$ cat src/rtl/gpu_dispatch_pkg.sv
// rtl/gpu_dispatch_pkg.sv - shared state encodings for the kernel dispatcher
// Purpose: top-level dispatcher FSM states and per-core slot lifecycle states.
package gpu_dispatch_pkg;

    // Kernel-level lifecycle.
    typedef enum logic [1:0] {
        ST_IDLE,
        ST_LAUNCH,
        ST_RUN,
        ST_DONE
    } disp_state_e;

    // Per-core lifecycle: FREE (idle, no pulse), RESET (core_reset high this
    // cycle), ACTIVE (core_start high, waiting for core_done).
    typedef enum logic [1:0] {
        SLOT_FREE,
        SLOT_RESET,
        SLOT_ACTIVE
    } slot_state_e;

endpackage

$ cat src/rtl/kernel_dispatch_slot.sv
// rtl/kernel_dispatch_slot.sv - per-core block lifecycle (reset pulse, run, completion)
// Purpose: owns one core's start/reset/block-id/thread-count registers.
// Ports:
//   clk_i, rst_ni       clock, asynchronous active-low reset
//   kill_i              force a one-cycle reset pulse and drop core_start (launch/abort)
//   grant_i, grant_*_i  block assignment from the parent allocator
//   core_done_i         core's block-complete flag
//   core_*_o            registered per-core outputs
//   idle_o              slot can accept a block at the next edge
//   done_evt_o          a completion is being accepted this cycle
module kernel_dispatch_slot
    import gpu_dispatch_pkg::*;
#(
    parameter int TCB = 16,
    parameter int CW  = 3
) (
    input  logic           clk_i,
    input  logic           rst_ni,
    input  logic           kill_i,
    input  logic           grant_i,
    input  logic [TCB-1:0] grant_id_i,
    input  logic [CW-1:0]  grant_cnt_i,
    input  logic           core_done_i,
    output logic           core_start_o,
    output logic           core_reset_o,
    output logic [TCB-1:0] block_id_o,
    output logic [CW-1:0]  thread_count_o,
    output logic           idle_o,
    output logic           done_evt_o
);

    slot_state_e    state_q;
    logic           start_q;
    logic           reset_q;
    logic [TCB-1:0] id_q;
    logic [CW-1:0]  cnt_q;

    // Reset leaves the slot in RESET so core_reset drops on the first edge.
    always_ff @(posedge clk_i or negedge rst_ni) begin
        if (!rst_ni) begin
            state_q <= SLOT_RESET;
            start_q <= 1'b0;
            reset_q <= 1'b1;
            id_q    <= '0;
            cnt_q   <= '0;
        end else if (kill_i) begin
            state_q <= SLOT_RESET;
            start_q <= 1'b0;
            reset_q <= 1'b1;
        end else begin
            case (state_q)
                SLOT_FREE, SLOT_RESET: begin
                    reset_q <= 1'b0;
                    if (grant_i) begin
                        state_q <= SLOT_ACTIVE;
                        start_q <= 1'b1;
                        id_q    <= grant_id_i;
                        cnt_q   <= grant_cnt_i;
                    end else begin
                        state_q <= SLOT_FREE;
                    end
                end
                SLOT_ACTIVE: begin
                    // Assignment stays frozen until the core reports completion.
                    if (core_done_i) begin
                        state_q <= SLOT_RESET;
                        start_q <= 1'b0;
                        reset_q <= 1'b1;
                    end
                end
                default: begin
                    state_q <= SLOT_FREE;
                    start_q <= 1'b0;
                    reset_q <= 1'b0;
                end
            endcase
        end
    end

    assign core_start_o   = start_q;
    assign core_reset_o   = reset_q;
    assign block_id_o     = id_q;
    assign thread_count_o = cnt_q;
    assign idle_o         = (state_q != SLOT_ACTIVE);
    assign done_evt_o     = (state_q == SLOT_ACTIVE) && core_done_i;

endmodule

$ cat src/rtl/kernel_dispatch.sv
// rtl/kernel_dispatch.sv - kernel launcher distributing thread blocks over compute cores
// Purpose: latches a kernel size on a start edge, hands blocks to idle cores in
// ascending order, counts completions and reports done.
// Ports:
//   clk, reset (async, active-low), start (edge), abort (level), thread_count
//   core_done                 per-core completion flags
//   core_start, core_reset    per-core run request / reset pulse
//   core_block_id             per-core block id (flat, core i at [i*TCB +: TCB])
//   core_thread_count         per-core active threads (flat, core i at [i*CW +: CW])
//   busy, done                kernel running / kernel finished
module kernel_dispatch
    import gpu_dispatch_pkg::*;
#(
    parameter int NUM_CORES         = 2,
    parameter int THREADS_PER_BLOCK = 4,
    parameter int THREAD_COUNT_BITS = 16
) (
    input  logic                                              clk,
    input  logic                                              reset,
    input  logic                                              start,
    input  logic                                              abort,
    input  logic [THREAD_COUNT_BITS-1:0]                      thread_count,
    input  logic [NUM_CORES-1:0]                              core_done,
    output logic [NUM_CORES-1:0]                              core_start,
    output logic [NUM_CORES-1:0]                              core_reset,
    output logic [NUM_CORES*THREAD_COUNT_BITS-1:0]            core_block_id,
    output logic [NUM_CORES*($clog2(THREADS_PER_BLOCK)+1)-1:0] core_thread_count,
    output logic                                              busy,
    output logic                                              done
);

    localparam int             TCB    = THREAD_COUNT_BITS;
    localparam int             LOG2   = $clog2(THREADS_PER_BLOCK);
    localparam int             CW     = LOG2 + 1;
    localparam logic [TCB:0]   TPB_M1 = (TCB+1)'(THREADS_PER_BLOCK - 1);
    localparam logic [TCB-1:0] TPB_W  = TCB'(THREADS_PER_BLOCK);
    localparam logic [CW-1:0]  TPB_C  = CW'(THREADS_PER_BLOCK);

    disp_state_e    state_q;
    logic           start_q, armed_q, busy_q, done_q;
    logic [TCB-1:0] tc_q, total_q, next_block_q, blocks_done_q;
    logic [TCB-1:0] next_block_d, blocks_done_d;

    logic [TCB:0]   tc_round;
    logic [TCB-1:0] total_w;
    logic           start_edge, in_flight, abort_go, launch_go, alloc_en, kill;

    logic [NUM_CORES-1:0] grant, slot_idle, done_evt;
    logic [TCB-1:0]       grant_id  [NUM_CORES];
    logic [CW-1:0]        grant_cnt [NUM_CORES];
    logic [TCB-1:0]       alloc_nb, alloc_rem;

    // ceil(thread_count / THREADS_PER_BLOCK), one extra bit so the round-up cannot wrap.
    assign tc_round = {1'b0, thread_count} + TPB_M1;
    assign total_w  = TCB'(tc_round >> LOG2);

    // armed_q masks the first edge after reset so a start held through reset is not taken.
    assign start_edge = start && !start_q && armed_q;
    assign in_flight  = (state_q == ST_LAUNCH) || (state_q == ST_RUN);
    assign abort_go   = abort && in_flight;
    assign launch_go  = start_edge && !abort && ((state_q == ST_IDLE) || (state_q == ST_DONE));
    assign alloc_en   = in_flight && !abort;
    assign kill       = abort_go || launch_go;

    // Ordered allocator: walking cores in ascending index gives ascending block ids.
    always_comb begin
        alloc_nb  = next_block_q;
        alloc_rem = '0;
        grant     = '0;
        for (int i = 0; i < NUM_CORES; i++) begin
            grant_id[i]  = '0;
            grant_cnt[i] = '0;
            if (alloc_en && slot_idle[i] && (alloc_nb < total_q)) begin
                alloc_rem    = tc_q - (alloc_nb << LOG2);
                grant[i]     = 1'b1;
                grant_id[i]  = alloc_nb;
                grant_cnt[i] = (alloc_rem >= TPB_W) ? TPB_C : alloc_rem[CW-1:0];
                alloc_nb     = alloc_nb + 1'b1;
            end
        end
        next_block_d = alloc_nb;
    end

    always_comb begin
        blocks_done_d = blocks_done_q;
        for (int i = 0; i < NUM_CORES; i++) begin
            if (done_evt[i]) begin
                blocks_done_d = blocks_done_d + 1'b1;
            end
        end
    end

    always_ff @(posedge clk or negedge reset) begin
        if (!reset) begin
            state_q       <= ST_IDLE;
            start_q       <= 1'b0;
            armed_q       <= 1'b0;
            tc_q          <= '0;
            total_q       <= '0;
            next_block_q  <= '0;
            blocks_done_q <= '0;
            busy_q        <= 1'b0;
            done_q        <= 1'b0;
        end else begin
            start_q <= start;
            armed_q <= 1'b1;
            case (state_q)
                ST_IDLE, ST_DONE: begin
                    if (abort) begin
                        state_q <= ST_IDLE;
                        done_q  <= 1'b0;
                    end else if (start_edge) begin
                        state_q       <= ST_LAUNCH;
                        tc_q          <= thread_count;
                        total_q       <= total_w;
                        next_block_q  <= '0;
                        blocks_done_q <= '0;
                        busy_q        <= 1'b1;
                        done_q        <= 1'b0;
                    end
                end
                ST_LAUNCH: begin
                    if (abort) begin
                        state_q <= ST_IDLE;
                        busy_q  <= 1'b0;
                        done_q  <= 1'b0;
                    end else begin
                        // Slots leave their launch reset pulse and take blocks on this edge.
                        state_q      <= ST_RUN;
                        next_block_q <= next_block_d;
                    end
                end
                ST_RUN: begin
                    if (abort) begin
                        state_q <= ST_IDLE;
                        busy_q  <= 1'b0;
                        done_q  <= 1'b0;
                    end else if (blocks_done_q == total_q) begin
                        state_q <= ST_DONE;
                        busy_q  <= 1'b0;
                        done_q  <= 1'b1;
                    end else begin
                        next_block_q  <= next_block_d;
                        blocks_done_q <= blocks_done_d;
                    end
                end
                default: begin
                    state_q <= ST_IDLE;
                    busy_q  <= 1'b0;
                    done_q  <= 1'b0;
                end
            endcase
        end
    end

    assign busy = busy_q;
    assign done = done_q;

    for (genvar g = 0; g < NUM_CORES; g++) begin : g_slot
        kernel_dispatch_slot #(
            .TCB(TCB),
            .CW (CW)
        ) u_slot (
            .clk_i         (clk),
            .rst_ni        (reset),
            .kill_i        (kill),
            .grant_i       (grant[g]),
            .grant_id_i    (grant_id[g]),
            .grant_cnt_i   (grant_cnt[g]),
            .core_done_i   (core_done[g]),
            .core_start_o  (core_start[g]),
            .core_reset_o  (core_reset[g]),
            .block_id_o    (core_block_id[g*TCB +: TCB]),
            .thread_count_o(core_thread_count[g*CW +: CW]),
            .idle_o        (slot_idle[g]),
            .done_evt_o    (done_evt[g])
        );
    end

endmodule

$ cat config.mk
export PLATFORM = sky130hd
export DESIGN_NAME = kernel_dispatch
export DESIGN_NICKNAME = d
export VERILOG_FILES = /design/src/rtl/gpu_dispatch_pkg.sv /design/src/rtl/kernel_dispatch_slot.sv /design/src/rtl/kernel_dispatch.sv
export SDC_FILE = /design/constraint.sdc
export NUM_CORES = 1
export LEC_CHECK = 0
export BUFFER_PORTS_ARGS = -buffer_cell sky130_fd_sc_hd__buf_2
export CORE_MARGIN = 1
export CORE_UTILIZATION = 40
export CTS_CLUSTER_SIZE = 28
export DETAILED_ROUTE_END_ITERATION = 7
export PLACE_DENSITY = 0.55
export SETUP_SLACK_MARGIN = 0.1
export SLEW_MARGIN = 20
export SYNTH_ARGS = -nofsm -noshare
export SYNTH_HDL_FRONTEND = slang
export SYNTH_HIERARCHICAL = 1
export SYNTH_SLANG_ARGS = --single-unit
$ cat constraint.sdc
create_clock -name clk -period 8.7 [get_ports clk]
set_clock_uncertainty 0.2 [all_clocks]
set_input_delay 1.305 -clock clk [delete_from_list [all_inputs] [get_ports clk]]
set_output_delay 1.305 -clock clk [all_outputs]
set_load 0.01 [all_outputs]
# Word-level counts from Yosys, hierarchy flattened
# Index checks and enable logic that the tools add are counted.
word_totals:
  reg_bits: 115
  in_bits: 22
  output_inout_bits: 44
op_classes:
  add_sub_neg: 7
  order_cmp: 4
  eq_ne: 22
  mux: 60
  n_bitwise: 2
  n_reduce_logical: 34
op_table:
  columns: ["operator", "n"]
  rows:
  - ["$mux W16", 13]
  - ["$add A16 B1 Y16 const B", 4]
  - ["$pmux W16 S3", 1]
  - ["$ge A16 B3 Y1 const B", 2]
  - ["$lt A16 B15 Y1", 2]
  - ["$pmux W16 S2", 1]
  - ["$sub A16 B16 Y16", 2]
  - ["$mux W1", 23]
  - ["$mux W2", 11]
  - ["$add A16 B2 Y17 const B", 1]
  - ["$eq A16 B15 Y1", 1]
  - ["$ne A2 B2 Y1 const B", 8]
  - ["$logic_and A1 B1 Y1", 12]
  - ["$mux W3", 4]
  - ["$reduce_and A3 Y1", 4]
  - ["$reduce_and A5 Y1", 2]
  - ["$ne A3 B2 Y1 const B", 3]
  - ["$eq A2 B2 Y1 const B", 4]
  - ["$pmux W2 S2", 2]
  - ["$eq A2 B1 Y1 const B", 3]
  - ["$logic_not A2 Y1", 3]
  - ["$ne A3 B3 Y1 const B", 2]
  - ["$pmux W1 S3", 2]
  - ["$pmux W2 S3", 1]
  - ["other kinds (9)", 18]

# Depth between registers and ports, before layout
# Gate-level depths: netlist of the first run.
logic_depth:
  depth_word: 12
  depth_mapped: 23
  mapped_depth_nobuf: 21

# Hierarchy
# Netlist of the first run, hierarchy kept.
modules_own_cells:
  columns: ["mod", "instances", "cells_each", "area_each_um2", "seq_area_each_um2"]
  rows:
  - ["kernel_dispatch", 1, 892, 6836.6, 1726.7]
  - ["kernel_dispatch_slot", 2, 53, 910.9, 551.8]

# Least setup slack after synthesis of the first run
# No wires, ideal clock.
synth_path:
  path_kind: "input port to flip-flop"
  from: "in abort"
  to: "reg g_slot[1].u_slot.id_q[10]"
  setup_time_ps: 125
  arrival_time_ps: 5731
  required_ps: 8375
  slack_ps: 2644
  path_stages: 20
  cell_sequence: "buf_6 > or3_1 > a2111o_1 > a31oi_1 > nand4_1 > xnor2_1 > inv_1 > ha_1 > a21o_1 > a21o_1 > a221oi_1 > o211ai_1 > o2111ai_1 > nand2_1 > inv_1 > clkbuf_1 > nor3b_2 > buf_6 > buf_12 > mux2_4"
synth_between:
  elab_chain_cells: 9
  word_cells_on_any_way: 16
  cone_classes: "1 x order compare; 3 x mux; 1 x bitwise; 11 x reduce/logical"
synth_rtl:
  columns: ["item", "line_no", "source"]
  rows:
  - ["start: declaration", "kernel_dispatch.sv:21", "input logic abort,"]
  - ["$logic_not A1 Y1 *", "kernel_dispatch.sv:62", "assign alloc_en = in_flight && !abort;"]
  - ["$logic_and A1 B1 Y1 *", "kernel_dispatch.sv:62", null]
  - ["$logic_and A1 B1 Y1 (2 in a row)", "kernel_dispatch.sv:73", "if (alloc_en && slot_idle[i] && (alloc_nb < total_q)) begin"]
  - ["$mux W16", "kernel_dispatch.sv:73", null]
  - ["$lt A16 B15 Y1", "kernel_dispatch.sv:73", null]
  - ["$logic_and A1 B1 Y1 *", "kernel_dispatch.sv:73", null]
  - ["$mux W1 *", "kernel_dispatch.sv:73", null]
  - ["via grant[1]", "kernel_dispatch.sv:48", "logic [NUM_CORES-1:0] grant, slot_idle, done_evt;"]
  - ["$reduce_and A3 Y1 (no line) *", null, null]
  - ["end signal: assignment", "kernel_dispatch_slot.sv:57", "id_q <= grant_id_i;"]
  - ["end: declaration", "kernel_dispatch_slot.sv:35", "logic [TCB-1:0] id_q;"]
# Mark *: on every way through the listed nets, which the timed path passes. The rest lies on a longest branch.
# A chain may end at the register's enable or synchronous reset.

# Final worst setup path of the first run
layout_path:
  from: "in abort"
  to: "reg g_slot[1].u_slot.id_q[0]"
layout_between:
  elab_chain_cells: 9
  word_cells_on_any_way: 16
  cone_classes: "1 x order compare; 3 x mux; 1 x bitwise; 11 x reduce/logical"
layout_rtl:
  columns: ["item", "line_no"]
  rows:
  - ["$logic_not A1 Y1", "kernel_dispatch.sv:61, kernel_dispatch.sv:62"]
  - ["$logic_and A1 B1 Y1", "kernel_dispatch.sv:62"]
  - ["$logic_and A1 B1 Y1 (2 in a row)", "kernel_dispatch.sv:73"]
  - ["$mux W16", "kernel_dispatch.sv:73"]
  - ["$lt A16 B15 Y1", "kernel_dispatch.sv:73"]
  - ["$logic_and A1 B1 Y1", "kernel_dispatch.sv:73"]
  - ["$mux W1", "kernel_dispatch.sv:73"]
  - ["$reduce_and A3 Y1 (no line)", null]
# Parallel ways exist; a longest one is shown, timed or not.

==> impl_metrics.xml, run 1 <==
<?xml version="1.0" encoding="UTF-8"?>
<metrics>
  <group name="clock_tree">
    <metric name="clock_root_buffer" unit="">sky130_fd_sc_hd__clkbuf_16</metric>
    <metric name="worstSkewPairLatency" unit="ns">0.43</metric>
    <metric name="clock_tree.buffer_depth" unit="">2</metric>
    <metric name="setup_fix_bufs_post_cts" unit="">0</metric>
    <metric name="cts-resized-gates" unit="">0</metric>
    <metric name="tritoncts" unit="">done</metric>
    <metric name="cts_made_buffers" unit="">17</metric>
    <metric name="maximum_level_of_the_cts_h_tree" unit="">4</metric>
    <metric name="ctsHoldBuffers" unit="">0</metric>
    <metric name="clock-sinks" unit="">113</metric>
    <metric name="path_clk_slew" unit="ns">0.05</metric>
  </group>
  <group name="min_path">
    <metric name="hold_path_startpoint" unit="">blocks_done_q[15]</metric>
    <metric name="min_path_type" unit="">reg -&gt; reg</metric>
  </group>
  <group name="grt">
    <metric name="groute.usage.overall" unit="%">24.2</metric>
    <metric name="antenna_found_initial" unit="">0</metric>
    <metric name="grt_max_degree" unit="">61</metric>
    <metric name="grt_pass1_vias" unit="">7254</metric>
    <metric name="grt_overflow_total" unit="">0</metric>
    <metric name="grt_pass1_wl" unit="mm">40.9</metric>
  </group>
  <group name="sta">
    <metric name="fmax" unit="MHz">140</metric>
    <metric name="report.final.hold_viol_count" unit="">0</metric>
    <metric name="timing.final.crit_share" unit="%">82.3</metric>
    <metric name="period_minus_slack" unit="ns">7.16</metric>
    <metric name="holdWs" unit="ns">0.283</metric>
    <metric name="setup_total_neg_slack" unit="ns">0</metric>
    <metric name="unrepaired_setup_endpoints_after_global_routing" unit="">no</metric>
    <metric name="setup_violations" unit="">0</metric>
    <metric name="drv_slew" unit="">0</metric>
    <metric name="slew_headroom" unit="%">26.6</metric>
    <metric name="max_slew.worst_pin.slew" unit="ns">1.10</metric>
  </group>
  <group name="yosys">
    <metric name="yosys_most_used_dff" unit="">sky130_fd_sc_hd__dfrtp_1</metric>
    <metric name="async_reset_ff_share" unit="%">100</metric>
    <metric name="synth.largest_area_cell" unit="">sky130_fd_sc_hd__dfrtp_1</metric>
    <metric name="mappedNetlistArea" unit="um^2">8660</metric>
    <metric name="top_cells_by_instance_count_after_synthesis" unit="">sky130_fd_sc_hd__nand2_1 (124), sky130_fd_sc_hd__dfrtp_1 (111), sky130_fd_sc_hd__o21ai_0 (71)</metric>
    <metric name="synth.avg_cell_area" unit="um^2">8.68</metric>
    <metric name="post-synth-top-count-cell" unit="">sky130_fd_sc_hd__nand2_1</metric>
    <metric name="synth.yosys.warnings" unit="">6</metric>
    <metric name="share_of_yosys_cell_area_claimed_by_the_top_area_cell_type" unit="%">32.1</metric>
    <metric name="ys_seq_area_share" unit="%">32.7</metric>
    <metric name="synth_edf_count" unit="">0</metric>
    <metric name="synth.area.top_cells" unit="">sky130_fd_sc_hd__dfrtp_1 (32%), sky130_fd_sc_hd__ha_1 (9.0%), sky130_fd_sc_hd__nand2_1 (5.4%)</metric>
    <metric name="synth-seq-cells" unit="">113</metric>
    <metric name="synthesis.instances" unit="">998</metric>
    <metric name="ys_types" unit="">77</metric>
  </group>
  <group name="setup_path">
    <metric name="path_class" unit="">in -&gt; reg</metric>
    <metric name="crit_buf_inv" unit="">5</metric>
    <metric name="worst_setup_path_start_kind" unit="">primary input</metric>
    <metric name="critical_path.reg2reg.startpoint" unit="">state_q[0]</metric>
    <metric name="worstSetupEndpoint" unit="">g_slot[1].u_slot/block_id_o[0]</metric>
    <metric name="worst_path_largest_cell_delay" unit="ns">0.54</metric>
    <metric name="cp_data_required_time" unit="ns">8.80</metric>
    <metric name="cp-startpoint" unit="">abort</metric>
    <metric name="path_delay_family" unit="">simple AND/OR/NAND/NOR gates</metric>
    <metric name="worst_path_max_delay_cell" unit="">sky130_fd_sc_hd__inv_1</metric>
    <metric name="r2r-end" unit="">g_slot[1].u_slot/block_id_o[0]</metric>
    <metric name="timing.critical_path.to_type" unit="">flop</metric>
    <metric name="worst_ep_arrival_time" unit="ns">7.26</metric>
    <metric name="regToRegSetupSlack" unit="ns">1.73</metric>
    <metric name="crit_fanout" unit="">19</metric>
    <metric name="path_cells" unit="">buf_2 -&gt; or3_1 -&gt; a2111o_1 -&gt; a31oi_1 -&gt; nand2_1 -&gt; clkinv_1 -&gt; nand4_1 -&gt; xnor2_1 -&gt; inv_1 -&gt; ha_1 -&gt; a2111oi_0 -&gt; o211ai_1 -&gt; o2111ai_1 -&gt; nand2_1 -&gt; inv_1 -&gt; nor3b_4 -&gt; buf_4 -&gt; mux2_2</metric>
    <metric name="crit_cells" unit="">18</metric>
    <metric name="ff2ff_path_depth" unit="">19</metric>
  </group>
  <group name="floorplan">
    <metric name="die_h" unit="um">149</metric>
    <metric name="chipWidth" unit="um">149</metric>
    <metric name="die_area" unit="um^2">22200</metric>
    <metric name="fp.coreArea" unit="um^2">21200</metric>
    <metric name="starting_density_of_the_core" unit="%">40.9</metric>
    <metric name="placementRows" unit="">53</metric>
    <metric name="ios" unit="">66</metric>
  </group>
  <group name="drt">
    <metric name="detail-route-antenna-nets" unit="">0</metric>
    <metric name="vias_per_cell" unit="">5.65</metric>
    <metric name="post_drt_wl_per_cell" unit="um">19.3</metric>
    <metric name="detailroute.via_count" unit="">7563</metric>
    <metric name="initialDrtViolationCount" unit="">554</metric>
    <metric name="first_pass_iters" unit="">7</metric>
    <metric name="drc_errors" unit="">0</metric>
    <metric name="wl_met3" unit="mm">1.23</metric>
    <metric name="routed-wl-met2" unit="mm">11.8</metric>
    <metric name="topRoutingLayerUsed" unit="">met4</metric>
    <metric name="drt-met1-wl" unit="mm">12.0</metric>
    <metric name="totalWireLength" unit="mm">25.8</metric>
  </group>
  <group name="finish">
    <metric name="syn2layout_area_growth" unit="%">12.8</metric>
    <metric name="post_route_cells_drive_above_1_share" unit="%">15.3</metric>
    <metric name="num-fill-cells" unit="">2107</metric>
    <metric name="multi_input_logic_area" unit="um^2">5370</metric>
    <metric name="seq_area" unit="um^2">2830</metric>
    <metric name="design.final.nets" unit="">1136</metric>
    <metric name="antenna_cells" unit="">0</metric>
    <metric name="final_util" unit="%">46.2</metric>
  </group>
  <group name="placed_design">
    <metric name="hpwl" unit="mm">19.4</metric>
    <metric name="gp_routability_congestion" unit="">0.902</metric>
    <metric name="portBuffers" unit="">65</metric>
  </group>
  <group name="power">
    <metric name="power_density" unit="nW/um^2">339</metric>
    <metric name="p_leak" unit="uW">0.00464</metric>
    <metric name="power.ir.vdd_worst" unit="mV">0.169</metric>
  </group>
  <group name="outcome">
    <metric name="run_status" unit="">completed</metric>
  </group>
  <group name="job">
    <metric name="drv.max_cap_violation_count" unit="">0</metric>
  </group>
</metrics>
state kept, by name, indices dropped and copies added (netlist names):
| name | flops |
|---|---|
| armed_q | 1 |
| blocks_done_q | 16 |
| busy | 1 |
| done | 1 |
| g_slot.u_slot/block_id_o | 32 |
| g_slot.u_slot/core_start_o | 2 |
| g_slot.u_slot/state_q | 4 |
| g_slot.u_slot/thread_count_o | 6 |
| next_block_q | 16 |
| start_q | 1 |
| state_q | 2 |
| tc_q | 16 |
| total_q | 15 |
area by class of cell:
type / instances / area share, %
clock buffers: 21 / 4.82
well taps: 275 / 3.52
multi-input cells: 774 / 55.0
inverters: 71 / 2.73
clock inverters: 11 / 0.897
repair buffers: 74 / 4.05
flip-flops and latches: 113 / 29.0
cell usage in the layout (no fill, tap or decap), types with 21 or more instances in the layout:
cell type,synthesis,routed
sky130_fd_sc_hd__nand2_1,124,124
sky130_fd_sc_hd__dfrtp_1,111,111
sky130_fd_sc_hd__o21ai_0,71,71
sky130_fd_sc_hd__inv_1,68,68
sky130_fd_sc_hd__nor2_1,67,67
sky130_fd_sc_hd__buf_2,0,64
sky130_fd_sc_hd__ha_1,62,62
sky130_fd_sc_hd__xnor2_1,40,40
sky130_fd_sc_hd__a21oi_1,39,39
sky130_fd_sc_hd__nand3_1,25,25
sky130_fd_sc_hd__nor3_1,24,24
sky130_fd_sc_hd__xor2_1,23,23
sky130_fd_sc_hd__nand4_1,21,21
stage by stage:
step | worst slack (ns) | area [um^2] | power [uW] | std cells
finish | 1.54 | 9760 | 3310 | 1339
global route | 1.17 | 9760 | 3560 | 1339
CTS | 1.69 | 9760 | 3290 | 1339
detailed placement | 1.26 | 9210 | 2600 | 1307
global placement | 1.52 | 9210 | 2600 | 1307
floorplan | 2.64 | 8660 | 2110 | 999
metal layers:
| metal | GRT usage (%) | vias to the layer above |
|---|---|---|
| met5 | 0 | - |
| li1 | - | 3669 |
| met3 | 4.43 | 50 |
| met2 | 38.2 | 209 |
| met4 | 9.03 | 0 |
| met1 | 33.0 | 3635 |
cells by family (layout without fill, tap and decap cells):
family                   count (synthesis)  in the layout  synth area share, %
XOR/XNOR                                64             64                 6.69
flip-flops                             113            113                 32.7
multiplexers                            45             45                 6.62
AND/OR/NAND/NOR                        382            382                 22.9
AO/OA/AOI/OAI                          216            216                 16.2
buffers and inverters                  112            177                 5.49
other                                    2              3               0.0867
adder cells (fa/ha/maj)                 64             64                 9.31
worst register-to-register path, stage by stage, from the launching register on:
cell and delay, ns:
sky130_fd_sc_hd__dfrtp_1 0.37, sky130_fd_sc_hd__inv_1 0.05, sky130_fd_sc_hd__ha_1 0.42, sky130_fd_sc_hd__or3_1 0.42, sky130_fd_sc_hd__a2111o_1 0.47, sky130_fd_sc_hd__a31oi_1 0.36, sky130_fd_sc_hd__nand2_1 0.39, sky130_fd_sc_hd__clkinv_1 0.40
sky130_fd_sc_hd__nand4_1 0.16, sky130_fd_sc_hd__xnor2_1 0.46, sky130_fd_sc_hd__inv_1 0.10, sky130_fd_sc_hd__ha_1 0.31, sky130_fd_sc_hd__a2111oi_0 0.40, sky130_fd_sc_hd__o211ai_1 0.15, sky130_fd_sc_hd__o2111ai_1 0.23, sky130_fd_sc_hd__nand2_1 0.39
sky130_fd_sc_hd__inv_1 0.54, sky130_fd_sc_hd__nor3b_4 0.27, sky130_fd_sc_hd__buf_4 0.35, sky130_fd_sc_hd__mux2_2 0.41
power breakdown:
group          internal (uW)  leakage, uW  switching (uW)
sequential               657      0.00151             168
combinational            711      0.00286            1100
clock                    411     0.000274             263
total                   1780      0.00464            1530
worst min path at each step:
stage	end	slack (ns)	cells after the start
floorplan	blocks_done_q[15]	0.24	1
global placement	blocks_done_q[15]	0.27	1
detailed placement	blocks_done_q[15]	0.27	1
finish	blocks_done_q[15]	0.28	1
CTS	blocks_done_q[15]	0.28	1
global route	g_slot[0].u_slot/block_id_o[7]	0.32	1
Power figures use the tool's default switching activity.
==> run 2, diff against run 1 <==
==> constraint.sdc (replaced) <==
create_clock -name clk -period 6.7 [get_ports clk]
set_clock_uncertainty 0.2 [all_clocks]
set_input_delay 1.005 -clock clk [delete_from_list [all_inputs] [get_ports clk]]
set_output_delay 1.005 -clock clk [all_outputs]
set_load 0.01 [all_outputs]
==> run 2 against run 1 <==
Sequential share of layout area decreased by 0.27 points; total power up 31%; design area up 0.94%; first-iteration DRC count fell by 4.3%; die area stayed put; non-clock buffer count is 15 higher; register-to-register slack worse by 1.1 ns; critical path type unchanged; largest power group unchanged.
==> impl_metrics.xml, run 2 (synthesis results as in run 1) <==
<?xml version="1.0" encoding="UTF-8"?>
<metrics>
  <group name="outcome">
    <metric name="run_status" unit="">completed</metric>
  </group>
  <group name="drt">
    <metric name="detail-route-antenna-nets" unit="">0</metric>
    <metric name="post_drt_wl_per_cell" unit="um">19.2</metric>
    <metric name="initialDrtViolationCount" unit="">530</metric>
    <metric name="detailroute.via_count" unit="">7601</metric>
    <metric name="drc_errors" unit="">0</metric>
    <metric name="vias_per_cell" unit="">5.62</metric>
    <metric name="totalWireLength" unit="mm">26.0</metric>
    <metric name="first_pass_iters" unit="">5</metric>
  </group>
  <group name="setup_path">
    <metric name="path_class" unit="">in -&gt; reg</metric>
    <metric name="worst_ep_arrival_time" unit="ns">6.24</metric>
    <metric name="timing.critical_path.to_type" unit="">flop</metric>
    <metric name="critical_path.reg2reg.startpoint" unit="">state_q[0]</metric>
    <metric name="regToRegSetupSlack" unit="ns">0.59</metric>
    <metric name="worst_path_max_delay_cell" unit="">sky130_fd_sc_hd__a2111o_1</metric>
    <metric name="path_cells" unit="">buf_2 -&gt; or3_1 -&gt; a2111o_1 -&gt; a31o_4 -&gt; nor3_1 -&gt; nand3_1 -&gt; nor4_1 -&gt; xnor2_1 -&gt; inv_1 -&gt; ha_1 -&gt; a211o_1 -&gt; a221oi_1 -&gt; o211ai_1 -&gt; o2111ai_1 -&gt; nand2_1 -&gt; inv_1 -&gt; nor3b_4 -&gt; buf_4 -&gt; mux2_2</metric>
    <metric name="ff2ff_path_depth" unit="">20</metric>
    <metric name="cp_data_required_time" unit="ns">6.80</metric>
    <metric name="critical-path-top-cell-by-count" unit="">sky130_fd_sc_hd__inv_1</metric>
    <metric name="r2r-end" unit="">g_slot[1].u_slot/block_id_o[7]</metric>
    <metric name="worst_setup_path_start_kind" unit="">primary input</metric>
    <metric name="crit_buf_inv" unit="">4</metric>
    <metric name="crit_fanout" unit="">19</metric>
    <metric name="path_delay_family" unit="">compound AO/OA/AOI/OAI gates</metric>
    <metric name="worst_path_largest_cell_delay" unit="ns">0.45</metric>
  </group>
  <group name="placed_design">
    <metric name="placement.cell_area" unit="um^2">9320</metric>
    <metric name="place_ws" unit="ns">0.227</metric>
    <metric name="portBuffers" unit="">65</metric>
    <metric name="gp_routability_congestion" unit="">0.938</metric>
    <metric name="hpwl" unit="mm">19.8</metric>
  </group>
  <group name="min_path">
    <metric name="holdPathStages" unit="">1</metric>
    <metric name="hold_path_startpoint" unit="">blocks_done_q[15]</metric>
    <metric name="min_path_type" unit="">reg -&gt; reg</metric>
    <metric name="worst_hold_path.endpoint" unit="">blocks_done_q[15]</metric>
  </group>
  <group name="finish">
    <metric name="multi_input_logic_area" unit="um^2">5370</metric>
    <metric name="post_route_cells_drive_above_1_share" unit="%">16.3</metric>
    <metric name="final_util" unit="%">46.6</metric>
    <metric name="design.final.nets" unit="">1151</metric>
    <metric name="syn2layout_area_growth" unit="%">13.8</metric>
    <metric name="seq_area" unit="um^2">2830</metric>
    <metric name="most_common_cell_after_layout_fill_and_taps_aside" unit="">sky130_fd_sc_hd__nand2_1</metric>
    <metric name="stdcell_area" unit="um^2">9860</metric>
    <metric name="largest_register_ff_count" unit="">32</metric>
    <metric name="antenna_cells" unit="">0</metric>
    <metric name="num-fill-cells" unit="">2099</metric>
    <metric name="layout.cells.most_common_list" unit="">sky130_fd_sc_hd__nand2_1 (124), sky130_fd_sc_hd__dfrtp_1 (111), sky130_fd_sc_hd__o21ai_0 (71), sky130_fd_sc_hd__inv_1 (68), sky130_fd_sc_hd__nor2_1 (67)</metric>
  </group>
  <group name="floorplan">
    <metric name="ios" unit="">66</metric>
    <metric name="die_h" unit="um">149</metric>
    <metric name="starting_density_of_the_core" unit="%">40.9</metric>
    <metric name="die_area" unit="um^2">22200</metric>
    <metric name="placementRows" unit="">53</metric>
    <metric name="fp.coreArea" unit="um^2">21200</metric>
    <metric name="chipWidth" unit="um">149</metric>
  </group>
  <group name="sta">
    <metric name="fmax" unit="MHz">163</metric>
    <metric name="period_minus_slack" unit="ns">6.14</metric>
    <metric name="report.final.hold_viol_count" unit="">0</metric>
    <metric name="fin_ws" unit="ns">0.558</metric>
    <metric name="unrepaired_setup_endpoints_after_global_routing" unit="">no</metric>
    <metric name="drv_slew" unit="">0</metric>
    <metric name="setup_violations" unit="">0</metric>
    <metric name="slew_headroom" unit="%">24.8</metric>
    <metric name="timing.final.crit_share" unit="%">91.7</metric>
    <metric name="max_slew.worst_pin.slew" unit="ns">1.12</metric>
    <metric name="setup_total_neg_slack" unit="ns">0</metric>
  </group>
  <group name="clock_tree">
    <metric name="ctsHoldBuffers" unit="">0</metric>
    <metric name="cts-resized-gates" unit="">0</metric>
    <metric name="cts_made_buffers" unit="">17</metric>
    <metric name="worstSkewPairLatency" unit="ns">0.42</metric>
    <metric name="clock_root_buffer" unit="">sky130_fd_sc_hd__clkbuf_16</metric>
    <metric name="setup_fix_bufs_post_cts" unit="">0</metric>
    <metric name="tritoncts" unit="">done</metric>
    <metric name="clock-sinks" unit="">113</metric>
    <metric name="clock_tree.buffer_depth" unit="">2</metric>
    <metric name="path_clk_slew" unit="ns">0.05</metric>
    <metric name="maximum_level_of_the_cts_h_tree" unit="">4</metric>
  </group>
  <group name="job">
    <metric name="drv.max_cap_violation_count" unit="">0</metric>
  </group>
  <group name="power">
    <metric name="p_leak" unit="uW">0.00469</metric>
    <metric name="power_density" unit="nW/um^2">441</metric>
    <metric name="power.total" unit="uW">4350</metric>
    <metric name="power.ir.vdd_worst" unit="mV">0.231</metric>
  </group>
  <group name="grt">
    <metric name="groute.usage.overall" unit="%">24.5</metric>
    <metric name="antenna_found_initial" unit="">0</metric>
    <metric name="grt_pass1_wl" unit="mm">41.3</metric>
    <metric name="grt_overflow_total" unit="">0</metric>
    <metric name="grt_max_degree" unit="">63</metric>
    <metric name="grt_pass1_vias" unit="">7407</metric>
  </group>
</metrics>
## run 2: cell count changes in the layout (fill, tap and decap cells not counted), sizes merged
cell,delta
buf,+15
clkbuf,-1
## run 2: final cells by class
| type | count | share of cell area, % |
|---|---|---|
| Clock buffer | 20 | 4.53 |
| Clock inverter | 11 | 0.927 |
| Inverter | 71 | 2.70 |
| Multi-Input combinational cell | 774 | 54.5 |
| Sequential cell | 113 | 28.7 |
| Tap cell | 275 | 3.49 |
| Timing Repair Buffer | 89 | 5.15 |
## run 2: power breakdown
part / switching (uW) / internal (uW)
registers: 221 / 853
clock network: 337 / 513
logic: 1470 / 961
## run 2: worst register-to-register path: stages, from the launching register on
cell and delay (ns):
sky130_fd_sc_hd__dfrtp_1 0.38, sky130_fd_sc_hd__inv_1 0.06, sky130_fd_sc_hd__ha_1 0.30, sky130_fd_sc_hd__or3_1 0.38, sky130_fd_sc_hd__a2111o_1 0.45, sky130_fd_sc_hd__a31o_4 0.27
sky130_fd_sc_hd__nor3_1 0.26, sky130_fd_sc_hd__nand3_1 0.26, sky130_fd_sc_hd__nor4_1 0.29, sky130_fd_sc_hd__xnor2_1 0.45, sky130_fd_sc_hd__inv_1 0.12, sky130_fd_sc_hd__ha_1 0.23
sky130_fd_sc_hd__a211o_1 0.30, sky130_fd_sc_hd__a221oi_1 0.29, sky130_fd_sc_hd__o211ai_1 0.17, sky130_fd_sc_hd__o2111ai_1 0.23, sky130_fd_sc_hd__nand2_1 0.13, sky130_fd_sc_hd__inv_1 0.25
sky130_fd_sc_hd__nor3b_4 0.22, sky130_fd_sc_hd__buf_4 0.34, sky130_fd_sc_hd__mux2_2 0.41
## run 2: metal layers
metal  GRT usage, %  vias to the layer above  wire [um]
met5              0                        -          0
met4           11.1                        0        933
met3           4.19                       48       1080
met2           39.0                      198      11900
met1           32.5                     3651      12100
li1               -                     3704          -
## run 2: worst max path at each step
stage / start / to / slack (ns) / depth (start not counted)
finish: abort / g_slot[1].u_slot/block_id_o[7] / 0.56 / 19
global route: next_block_q[13] / g_slot[1].u_slot/thread_count_o[2] / 0.14 / 18
CTS: abort / g_slot[1].u_slot/block_id_o[7] / 0.64 / 19
detailed placement: abort / g_slot[1].u_slot/block_id_o[7] / 0.23 / 19
global placement: abort / g_slot[1].u_slot/block_id_o[2] / 0.36 / 19
floorplan: abort / g_slot[1].u_slot/block_id_o[10] / 0.94 / 20
## run 2: per-stage QoR
stage          cells  hold WS, ns
3_3_place_gp    1322        0.271
5_1_grt         1353        0.300
3_5_place_dp    1322        0.273
4_1_cts         1353        0.279
6_report        1353        0.274
2_1_floorplan    999        0.237
==> run 3, diff against run 2 <==
==> constraint.sdc (replaced) <==
create_clock -name clk -period 6.8 [get_ports clk]
set_clock_uncertainty 0.2 [all_clocks]
set_input_delay 1.02 -clock clk [delete_from_list [all_inputs] [get_ports clk]]
set_output_delay 1.02 -clock clk [all_outputs]
set_load 0.01 [all_outputs]
==> run 3 against run 2 <==
First-iteration DRC count shrank 2.1%; combinational power shrank 3%; flip-flop and latch count did not move; sequential share of layout area shrank 0.091 points; design area grew 0.32%; worst hold slack gained 0.0084 ns; core utilization grew 0.15 points; register-to-register slack barely moved; die area is the same; routed wire length is 0.16% lower; total power down 0.45%.
==> impl_metrics.xml, run 3 (synthesis results as in run 1) <==
<?xml version="1.0" encoding="UTF-8"?>
<metrics>
  <group name="outcome">
    <metric name="run_status" unit="">completed</metric>
  </group>
  <group name="clock_tree">
    <metric name="worstSkewPairLatency" unit="ns">0.43</metric>
    <metric name="path_clk_slew" unit="ns">0.06</metric>
    <metric name="clock_tree.buffer_depth" unit="">2</metric>
    <metric name="ctsHoldBuffers" unit="">0</metric>
    <metric name="clock_root_buffer" unit="">sky130_fd_sc_hd__clkbuf_16</metric>
    <metric name="clock-sinks" unit="">113</metric>
    <metric name="maximum_level_of_the_cts_h_tree" unit="">4</metric>
    <metric name="cts_made_buffers" unit="">17</metric>
    <metric name="tritoncts" unit="">done</metric>
  </group>
  <group name="drt">
    <metric name="first_pass_iters" unit="">5</metric>
    <metric name="post_drt_wl_per_cell" unit="um">19.3</metric>
    <metric name="detailroute.via_count" unit="">7655</metric>
    <metric name="drc_errors" unit="">0</metric>
    <metric name="initialDrtViolationCount" unit="">519</metric>
    <metric name="vias_per_cell" unit="">5.67</metric>
    <metric name="detail-route-antenna-nets" unit="">0</metric>
    <metric name="totalWireLength" unit="mm">26.0</metric>
  </group>
  <group name="floorplan">
    <metric name="die_area" unit="um^2">22200</metric>
    <metric name="fp.coreArea" unit="um^2">21200</metric>
    <metric name="chipWidth" unit="um">149</metric>
    <metric name="placementRows" unit="">53</metric>
    <metric name="ios" unit="">66</metric>
    <metric name="die_h" unit="um">149</metric>
    <metric name="starting_density_of_the_core" unit="%">40.9</metric>
  </group>
  <group name="finish">
    <metric name="antenna_cells" unit="">0</metric>
    <metric name="syn2layout_area_growth" unit="%">14.2</metric>
    <metric name="num-fill-cells" unit="">2086</metric>
    <metric name="largest_register_ff_count" unit="">32</metric>
    <metric name="design.final.nets" unit="">1146</metric>
    <metric name="multi_input_logic_area" unit="um^2">5380</metric>
    <metric name="seq_area" unit="um^2">2830</metric>
    <metric name="most_common_cell_after_layout_fill_and_taps_aside" unit="">sky130_fd_sc_hd__nand2_1</metric>
    <metric name="layout.cells.most_common_list" unit="">sky130_fd_sc_hd__nand2_1 (124), sky130_fd_sc_hd__dfrtp_1 (111), sky130_fd_sc_hd__o21ai_0 (71), sky130_fd_sc_hd__inv_1 (68), sky130_fd_sc_hd__nor2_1 (66)</metric>
    <metric name="post_route_cells_drive_above_1_share" unit="%">16.4</metric>
    <metric name="stdcell_area" unit="um^2">9890</metric>
  </group>
  <group name="power">
    <metric name="power.ir.vdd_worst" unit="mV">0.258</metric>
    <metric name="power_density" unit="nW/um^2">438</metric>
    <metric name="p_leak" unit="uW">0.00469</metric>
  </group>
  <group name="sta">
    <metric name="timing.final.crit_share" unit="%">91.2</metric>
    <metric name="max_slew.worst_pin.slew" unit="ns">0.910</metric>
    <metric name="setup_violations" unit="">0</metric>
    <metric name="fin_ws" unit="ns">0.600</metric>
    <metric name="setup_total_neg_slack" unit="ns">0</metric>
    <metric name="unrepaired_setup_endpoints_after_global_routing" unit="">no</metric>
    <metric name="holdWs" unit="ns">0.282</metric>
    <metric name="report.final.hold_viol_count" unit="">0</metric>
    <metric name="slew_headroom" unit="%">39.4</metric>
    <metric name="period_minus_slack" unit="ns">6.20</metric>
    <metric name="fmax" unit="MHz">161</metric>
    <metric name="drv_slew" unit="">0</metric>
  </group>
  <group name="job">
    <metric name="drv.max_cap_violation_count" unit="">0</metric>
  </group>
  <group name="setup_path">
    <metric name="worst_setup_path_start_kind" unit="">flop</metric>
    <metric name="timing.critical_path.to_type" unit="">flop</metric>
    <metric name="ff2ff_path_depth" unit="">22</metric>
    <metric name="path_class" unit="">reg -&gt; reg</metric>
    <metric name="crit_fanout" unit="">11</metric>
    <metric name="cp_data_required_time" unit="ns">6.91</metric>
    <metric name="worst_ep_arrival_time" unit="ns">6.31</metric>
  </group>
  <group name="placed_design">
    <metric name="hpwl" unit="mm">19.6</metric>
    <metric name="place_ws" unit="ns">0.315</metric>
    <metric name="gp_routability_congestion" unit="">0.950</metric>
    <metric name="portBuffers" unit="">65</metric>
    <metric name="placement.cell_area" unit="um^2">9280</metric>
  </group>
  <group name="min_path">
    <metric name="holdPathStages" unit="">1</metric>
    <metric name="min_path_type" unit="">reg -&gt; reg</metric>
  </group>
  <group name="grt">
    <metric name="grt_max_degree" unit="">70</metric>
    <metric name="grt_pass1_wl" unit="mm">41.1</metric>
    <metric name="grt_overflow_total" unit="">0</metric>
    <metric name="grt_pass1_vias" unit="">7308</metric>
    <metric name="antenna_found_initial" unit="">0</metric>
    <metric name="groute.usage.overall" unit="%">24.3</metric>
  </group>
</metrics>
[run 3: final timing paths]
kind	startpoint	endpoint	slack, ns
hold reg to reg	blocks_done_q[15]	blocks_done_q[15]	0.28
setup reg to reg	state_q[0]	next_block_q[14]	0.60
setup / recovery	state_q[0]	next_block_q[14]	0.60
min in group asynchronous	reset	blocks_done_q[11]	0.39
hold / removal	blocks_done_q[15]	blocks_done_q[15]	0.28
max in group asynchronous	reset	g_slot[1].u_slot/block_id_o[2]	4.64
[run 3: timing repair]
action,4_1_cts,5_1_grt
endpoints found under the setup margin,0,3
setup buffers,0,0
gates resized for setup,0,1
[run 3: final cells by class]
cell class / count / share of cell area (%)
clock inverter: 15 / 1.70
tap: 275 / 3.48
timing repair buffer: 84 / 4.80
sequential: 113 / 28.6
clock buffer: 17 / 4.30
multi-input combinational: 774 / 54.4
inverter: 71 / 2.70
[run 3: per-stage QoR]
step | instances | power [uW] | util, %
floorplan | 999 | 2700 | -
global placement | 1316 | 3360 | 43.8
detailed placement | 1317 | 3370 | 43.9
CTS | 1349 | 4320 | 46.7
global route | 1349 | 4670 | 46.7
finish | 1349 | 4330 | 46.7
[run 3: critical path, stage by stage (launching register included)]
cell	delay, ns
sky130_fd_sc_hd__dfrtp_1	0.38
sky130_fd_sc_hd__inv_1	0.06
sky130_fd_sc_hd__ha_1	0.42
sky130_fd_sc_hd__or3_1	0.43
sky130_fd_sc_hd__a2111o_1	0.46
sky130_fd_sc_hd__a31o_4	0.27
sky130_fd_sc_hd__nor3_1	0.19
sky130_fd_sc_hd__nand3_1	0.22
sky130_fd_sc_hd__nor3_1	0.23
sky130_fd_sc_hd__xnor2_1	0.38
sky130_fd_sc_hd__inv_1	0.10
sky130_fd_sc_hd__ha_1	0.21
sky130_fd_sc_hd__a21o_1	0.15
sky130_fd_sc_hd__a21o_1	0.16
sky130_fd_sc_hd__a221oi_1	0.35
sky130_fd_sc_hd__o211ai_1	0.19
sky130_fd_sc_hd__o2111ai_1	0.26
sky130_fd_sc_hd__nand2_1	0.14
sky130_fd_sc_hd__inv_1	0.20
sky130_fd_sc_hd__buf_4	0.24
sky130_fd_sc_hd__nand4_2	0.20
sky130_fd_sc_hd__or3b_1	0.39
sky130_fd_sc_hd__a32o_1	0.25
[run 3: metal layers]
metal	track usage, %	wire length, um	share of wire, %
met5	0	0	0
met4	10.3	888	3.4
met3	3.70	1060	4.1
met2	38.9	12000	46
met1	32.5	12000	46
[run 3: power by group]
group | switching [uW] | internal, uW | total [uW] | leakage [uW]
Clock | 346 | 572 | 918 | 0.000285
Combinational | 1420 | 934 | 2360 | 0.00290
Sequential | 217 | 840 | 1060 | 0.00151
Total | 1980 | 2350 | 4330 | 0.00469
